===== config.mk =====
export PLATFORM = sky130hd
export DESIGN_NAME = fab_bram_lane
export DESIGN_NICKNAME = d
export VERILOG_FILES = /design/src/rtl/fab_bram_pkg.sv /design/src/rtl/fab_bram_lane.sv
export SDC_FILE = /design/constraint.sdc
export NUM_CORES = 1
export LEC_CHECK = 0
export ABC_CLOCK_PERIOD_IN_PS = 1700
export BUFFER_PORTS_ARGS = -buffer_cell sky130_fd_sc_hd__buf_2
export CAP_MARGIN = 25
export CORE_MARGIN = 4
export CORE_UTILIZATION = 36
export DETAILED_ROUTE_END_ITERATION = 8
export MAX_ROUTING_LAYER = met4
export PLACE_DENSITY = 0.8
export SYNTH_ARGS = -nofsm -noshare
export SYNTH_HDL_FRONTEND = slang
export SYNTH_SLANG_ARGS = --single-unit

===== constraint.sdc =====
create_clock -name vclk -period 1.7
set_input_delay 0.255 -clock vclk [all_inputs]
set_output_delay 0.255 -clock vclk [all_outputs]
set_load 0.05 [all_outputs]

===== src/rtl/fab_bram_pkg.sv =====
// rtl/fab_bram_pkg.sv - shared constants and types for the fabric BRAM responder
package fab_bram_pkg;
    localparam int ADDR_W = 8;
    localparam int DEPTH  = 256;

    typedef enum logic [1:0] {
        W32  = 2'b00,
        W16  = 2'b01,
        W8   = 2'b10,
        WRSV = 2'b11
    } width_e;

    localparam int CFG_WIDTH  = 0;
    localparam int CFG_LANE   = 2;
    localparam int CFG_WE     = 4;
    localparam int CFG_WFIRST = 5;

    typedef enum logic {
        INIT = 1'b0,
        RUN  = 1'b1
    } state_e;
endpackage


===== src/rtl/fab_bram_lane.sv =====
// rtl/fab_bram_lane.sv - lane merge for writes and lane extraction for reads
module fab_bram_lane
    import fab_bram_pkg::*;
(
    input  width_e      i_width,
    input  logic [1:0]  i_lane,
    input  logic [31:0] i_old_word,
    input  logic [31:0] i_wr_data,
    input  logic [31:0] i_rd_word,
    output logic [31:0] o_merged,
    output logic [31:0] o_rd_ext
);

    always_comb begin
        o_merged = i_wr_data;
        o_rd_ext = i_rd_word;
        case (i_width)
            W16: begin
                // Only the low lane bit picks the halfword in 16-bit mode.
                if (i_lane[0]) begin
                    o_merged = {i_wr_data[15:0], i_old_word[15:0]};
                    o_rd_ext = {16'h0, i_rd_word[31:16]};
                end else begin
                    o_merged = {i_old_word[31:16], i_wr_data[15:0]};
                    o_rd_ext = {16'h0, i_rd_word[15:0]};
                end
            end
            W8: begin
                case (i_lane)
                    2'd0: begin
                        o_merged = {i_old_word[31:8], i_wr_data[7:0]};
                        o_rd_ext = {24'h0, i_rd_word[7:0]};
                    end
                    2'd1: begin
                        o_merged = {i_old_word[31:16], i_wr_data[7:0], i_old_word[7:0]};
                        o_rd_ext = {24'h0, i_rd_word[15:8]};
                    end
                    2'd2: begin
                        o_merged = {i_old_word[31:24], i_wr_data[7:0], i_old_word[15:0]};
                        o_rd_ext = {24'h0, i_rd_word[23:16]};
                    end
                    default: begin
                        o_merged = {i_wr_data[7:0], i_old_word[23:0]};
                        o_rd_ext = {24'h0, i_rd_word[31:24]};
                    end
                endcase
            end
            default: begin
                o_merged = i_wr_data;
                o_rd_ext = i_rd_word;
            end
        endcase
    end

endmodule


==> flow_summary.yaml, run 1 <==
sta:
  final.min_clock_period_ns: 1.796
  setup_viol: 44
  fin_ws_ns: -0.09608
  worst_pin_slew_ns: 0.3437
  max_freq_mhz: 556.8
  timing.hold.ws_ns: 0.8488
  final_max_slew_viol_count: 0
  hold_violations: 0
  grt_setup_unrepaired: "yes"
  setup_tns_ns: -1.446
  period_share_pct: 105.7
  slew_headroom_pct: 77.08
global_route:
  antenna_found_initial: 0
  grt_pass1_wl_um: 16060
  grtUsageMet1_pct: 36.05
  top_usage_layer: "met2"
  grt_max_degree: 31
  grt_pass1_vias: 3068
  use_met3_pct: 2.935
  grt_usage_pct: 32.62
  overflow: 0
  grt.met2_usage_pct: 60.52
outcome:
  outcome: "finished with violations"
  violations: "setup timing"
power:
  power.density_mw_per_mm2: 546.4
  total_leakage_power_nw: 2.066
  ir_drop_uv: 437.7
route:
  avgViaCountPerCell: 6.757
  drcViolationCount: 0
  firstDrtPassIters: 5
  wl_um: 13350
  avgRoutedWirePerCell_um: 27.25
  drt_iter0_drc: 351
  vias: 3311
  ant_nets: 0
logic_synthesis:
  ys_warn_count: 0
  ys_seq_area_share_pct: 0
  yosysUniqueCellTypes: 31
  syn_inst: 235
  syn_area_per_cell_sq_um: 7.912
  synthesis.nets: 337
  syn_area_sq_mm: 0.001859
  synth_top_area_cell: "a22o_1"
  synth.top_cell.area_share_pct: 15.07
  synth_area_leaders: "a22o_1, mux2_2, mux4_2, a22oi_1, a221oi_2"
critical_path:
  path_class: "primary input to primary output"
  cp.required_ns: 1.44
  critPathMaxFanout: 8
  crit_arrival_ns: 1.54
  start_kind: "primary input"
  endpoint_kind: "primary output"
job:
  drv_cap: 0
worst_hold_path:
  holdPathStages: 3
  hold_class: "primary input to primary output"
die:
  dieArea_sq_mm: 0.006378
  num_rows: 25
  fp.dieW_um: 79.87
  core_area_sq_mm: 0.004848
  fp.dieH_um: 79.87
  start_util_pct: 38.35
  ios: 164
final_layout:
  nets: 527
  drive_gt1_share_pct: 86.05
  final_common_cell: "buf_2"
  num_antenna_cells: 0
  final-seq-area_sq_um: 0
  layout_common_cells: "buf_2, buf_6, buf_4"
  nClkBuffers: 0
  syn_to_final_growth_pct: 133.7
  fin_cells: 490
  design.seq.count: 0
placed_design:
  dpl.hpwl_um: 6845
  place.port_buffers: 164
  dpl.cell_count: 482
  place_congestion: 0.8609
[per-stage QoR]
stage	total power, mW	util (%)	setup WS [ns]	area, sq um
floorplan	1.313	-	-0.06054	2325
global placement	1.774	70.74	-0.2218	3430
detailed placement	1.804	70.74	-0.2501	3430
CTS	2.163	85.16	-0.03255	4129
global route	2.437	89.63	-0.1367	4345
finish	2.374	89.63	-0.09608	4345
[layer usage]
layer / wire length, um / part of all wire [%]
met3: 1205 / 9.0
met2: 6809 / 51
met5: 0 / 0
met4: 1116 / 8.4
met1: 4221 / 32
[where the power goes]
part           switching, mW  total, mW  internal, mW  leakage (nW)
Sequential                 0          0             0             0
Clock                      0          0             0             0
Combinational           1.39       2.37         0.987          2.07
[worst max-delay path, stage by stage]
cell,delay (ns)
buf_12,0.10
inv_8,0.03
ha_4,0.32
nor2b_4,0.06
buf_6,0.14
a22o_1,0.20
a22oi_2,0.19
o21ai_4,0.09
buf_6,0.16
[cell families after synthesis]
family	count (synthesis)	synth area share [%]
simple gates	33	10.77
compound gates	108	45.02
mux	40	30.69
fa+ha+maj	2	1.346
buf+inv	52	12.18
[synth_stat cells, drive strengths merged]
| cell type | instances |
|---|---|
| a211oi | 3 |
| a21o | 4 |
| a21oi | 17 |
| a221oi | 16 |
| a22o | 32 |
| a22oi | 18 |
| and2 | 16 |
| buf | 11 |
| clkbuf | 14 |
| ha | 2 |
| inv | 27 |
| mux2 | 32 |
| mux4 | 8 |
| nand2 | 2 |
| nand2b | 5 |
| nand3 | 3 |
| nor2 | 4 |
| nor2b | 3 |
| o21ai | 18 |
[area by class of cell]
class,count,area [sq um]
Multi-Input combinational cell,183,2464
Timing Repair Buffer,213,1689
Fill cell,170,503.0
Inverter,27,108.9
Tap cell,67,83.83
[worst paths after layout]
path                     startpoint           to
worst min-delay path  i_old_word[1]  o_merged[1]
worst max-delay path     i_width[0]  o_rd_ext[6]
[repair_timing]
| action | 4_1_cts | 5_1_grt |
|---|---|---|
| hold buffers | 0 | 0 |
| pin swaps | 18 | 18 |
| gates resized for setup | 159 | 44 |
| endpoints found under the setup margin | 64 | 56 |
| cloned | 2 | 0 |
| setup buffers | 4 | 2 |
Power figures use the tool's default switching activity.
==> inputs of run 2 (changes only) <==
==> constraint.sdc (replaced) <==
create_clock -name vclk -period 1.7
set_input_delay 0.34 -clock vclk [all_inputs]
set_output_delay 0.34 -clock vclk [all_outputs]
set_load 0.05 [all_outputs]
==> run 2 against run 1 <==
  * The run now fails in global routing (5_1_grt)
  * Synthesized cell count is the same
  * Synthesized area unchanged
==> flow_summary.yaml, run 2 <==
die:
  fp.dieW_um: 79.87
  ios: 164
  fp.dieH_um: 79.87
  start_util_pct: 38.35
  num_rows: 25
placed_design:
  place_congestion: 0.8217
  dpl.hpwl_um: 6980
  dpl_cell_area_sq_mm: 0.003666
  place.port_buffers: 164
logic_synthesis:
  synth_top_area_cell: "a22o_1"
  ys_warn_count: 0
  synth_area_leaders: "a22o_1, mux2_2, mux4_2, a22oi_1, a221oi_2"
  synthesis.nets: 337
  ys_seq_area_share_pct: 0
  yosysUniqueCellTypes: 31
  syn_area_per_cell_sq_um: 7.912
  syn_area_sq_mm: 0.001859
  yosysMostFrequentCell: "a22o_1"
  syn_inst: 235
  synth.top_cell.area_share_pct: 15.07
  synth_commonest_cells: "a22o_1, inv_1, mux2_2"
global_route:
  grt_max_degree: 17
outcome:
  outcome: "did not finish"
  first-error: "[ERROR DPL-0038] Utilization greater than 100%, impossible to legalize"
  lastStage: "global routing (5_1_grt)"
cts:
  cts-hold-fix-buffers: 0
## run 2: through the flow
stage,hold slack (ns),cells,setup WS (ns)
after floorplan,0.8523,235,-0.2028
after global placement,1.106,483,-0.8780
after detailed placement,1.112,483,-0.9472
after CTS,1.017,497,-0.3054
## run 2: cell families after synthesis
logic type,Yosys count,share of synthesized area (%)
AO/OA/AOI/OAI,108,45.02
buffers and inverters,52,12.18
multiplexers,40,30.69
AND/OR/NAND/NOR,33,10.77
adder cells (fa/ha/maj),2,1.346
## run 2: repair_timing
action,4_1_cts
gates cloned,6
pin swaps,24
gates resized for setup,229
setup endpoints to repair,64
setup buffers,10
==> inputs of run 3 (changes only) <==
Settings changed: ABC_CLOCK_PERIOD_IN_PS 1700 to 2200, CORE_UTILIZATION 36 to 40, MAX_ROUTING_LAYER met4 to unset, PLACE_DENSITY 0.8 to unset, PLACE_DENSITY_LB_ADDON set to 0.15.
Clock period 1.7 ns to 2.2 ns, I/O delays scaled along.
==> run 3 against run 2 <==
  * The run now ends clean
==> flow_summary.yaml, run 3 (synthesis results as in run 1) <==
die:
  dieArea_sq_mm: 0.005803
  fp.dieW_um: 76.18
  ios: 164
  fp.dieH_um: 76.18
  start_util_pct: 42.12
  core_area_sq_mm: 0.004414
  num_rows: 24
power:
  p_clk_share_pct: 0
  total_leakage_power_nw: 1.747
  sw_frac_of_total_pct: 61.29
  power.density_mw_per_mm2: 413.8
  comb_power_share_pct: 100.0
  p_seq_share_pct: 0
  ir_drop_uv: 238.3
  p_int_uw: 570.4
  p_sw_uw: 903.2
route:
  drcViolationCount: 0
  firstDrtPassIters: 4
  ant_nets: 0
  vias: 2647
  drt_iter0_drc: 104
  avgRoutedWirePerCell_um: 17.92
  avgViaCountPerCell: 5.754
  wl_um: 8245
critical_path:
  endpoint_kind: "primary output"
  cp_num_buf_inv: 3
  crit_chain: "buf_2 -> nand2_8 -> mux2_2 -> a221oi_2 -> buf_4 -> a21oi_4 -> buf_4"
  start_kind: "primary input"
  critPathMaxFanout: 8
  slowest_delay_ns: 0.35
  cp.required_ns: 1.76
  path_class: "primary input to primary output"
  cpMaxStageDelayCell: "mux2_2"
  cpLargestDelayFamily: "buffers and inverters"
  crit_arrival_ns: 1.73
  crit_path_frequent_cell: "buf_4"
final_layout:
  final_common_cell: "buf_2"
  nClkBuffers: 0
  nets: 512
  num_antenna_cells: 0
  design.seq.count: 0
  fin_cells: 460
  layout_common_cells: "buf_2, buf_4, inv_1"
  syn_to_final_growth_pct: 91.52
  final-seq-area_sq_um: 0
  drive_gt1_share_pct: 79.90
global_route:
  grt_max_degree: 29
  grt_usage_pct: 25.62
  antenna_found_initial: 0
  overflow: 0
  grt_pass1_vias: 2638
  grt_pass1_wl_um: 13010
sta:
  timing.hold.ws_ns: 1.265
  worst_pin_slew_ns: 0.3561
  setup_viol: 0
  slew_headroom_pct: 76.26
  final.min_clock_period_ns: 2.168
  grt_setup_unrepaired: "yes"
  period_share_pct: 98.55
  hold_violations: 0
  max_freq_mhz: 461.2
  final_max_slew_viol_count: 0
placed_design:
  place.port_buffers: 164
  dpl.cell_count: 458
  dpl.hpwl_um: 6090
  place_congestion: 0.8439
outcome:
  outcome: "finished clean"
cts:
  cts-hold-fix-buffers: 0
worst_hold_path:
  hold_class: "primary input to primary output"
job:
  drv_cap: 0
## run 3: final cells by class
class / count / area (sq um)
inverter: 27 / 101.3
multi-input combinational: 183 / 2113
timing repair buffer: 198 / 1281
tap: 52 / 65.06
fill: 294 / 853.3
## run 3: routing by layer
| layer | up-vias | GRT usage (%) | routed length, um |
|---|---|---|---|
| li1 | 1261 | - | - |
| met1 | 1253 | 31.72 | 3173 |
| met2 | 121 | 47.77 | 4399 |
| met3 | 12 | 2.837 | 536 |
| met4 | 0 | 4.021 | 135 |
| met5 | - | 0 | 0 |
## run 3: what timing repair did
action / in CTS / in global routing
pin swaps: 3 / 3
endpoints found under the setup margin: 33 / 49
endpoints found under the hold margin: 0 / 0
resized for setup: 43 / 50
cloned: 1 / 0
setup buffers: 0 / 1
## run 3: per-stage QoR
step	util (%)	setup WS, ns	power, mW	area [sq um]	TNS [ns]
2_1_floorplan	-	-0.1659	0.9485	2122	-1.149
3_3_place_gp	71.63	-0.06344	1.287	3162	-0.9367
3_5_place_dp	71.63	-0.1289	1.306	3162	-1.583
4_1_cts	76.76	-0.001787	1.401	3388	-0.001787
5_1_grt	80.67	-0.01628	1.546	3561	-0.01981
6_report	80.67	0.03185	1.474	3561	0
## run 3: power groups by stage
stage / Combinational, mW / Clock (mW) / Sequential [mW]
after floorplan: 0.948 / 0 / 0
after global placement: 1.29 / 0 / 0
after detailed placement: 1.31 / 0 / 0
after CTS: 1.40 / 0 / 0
after global routing: 1.55 / 0 / 0
final: 1.47 / 0 / 0
## run 3: final timing paths
| kind | cells after the start | endpoint | start |
|---|---|---|---|
| setup / recovery | 7 | o_merged[30] | i_lane[1] |
| hold / removal | 3 | o_merged[0] | i_old_word[0] |
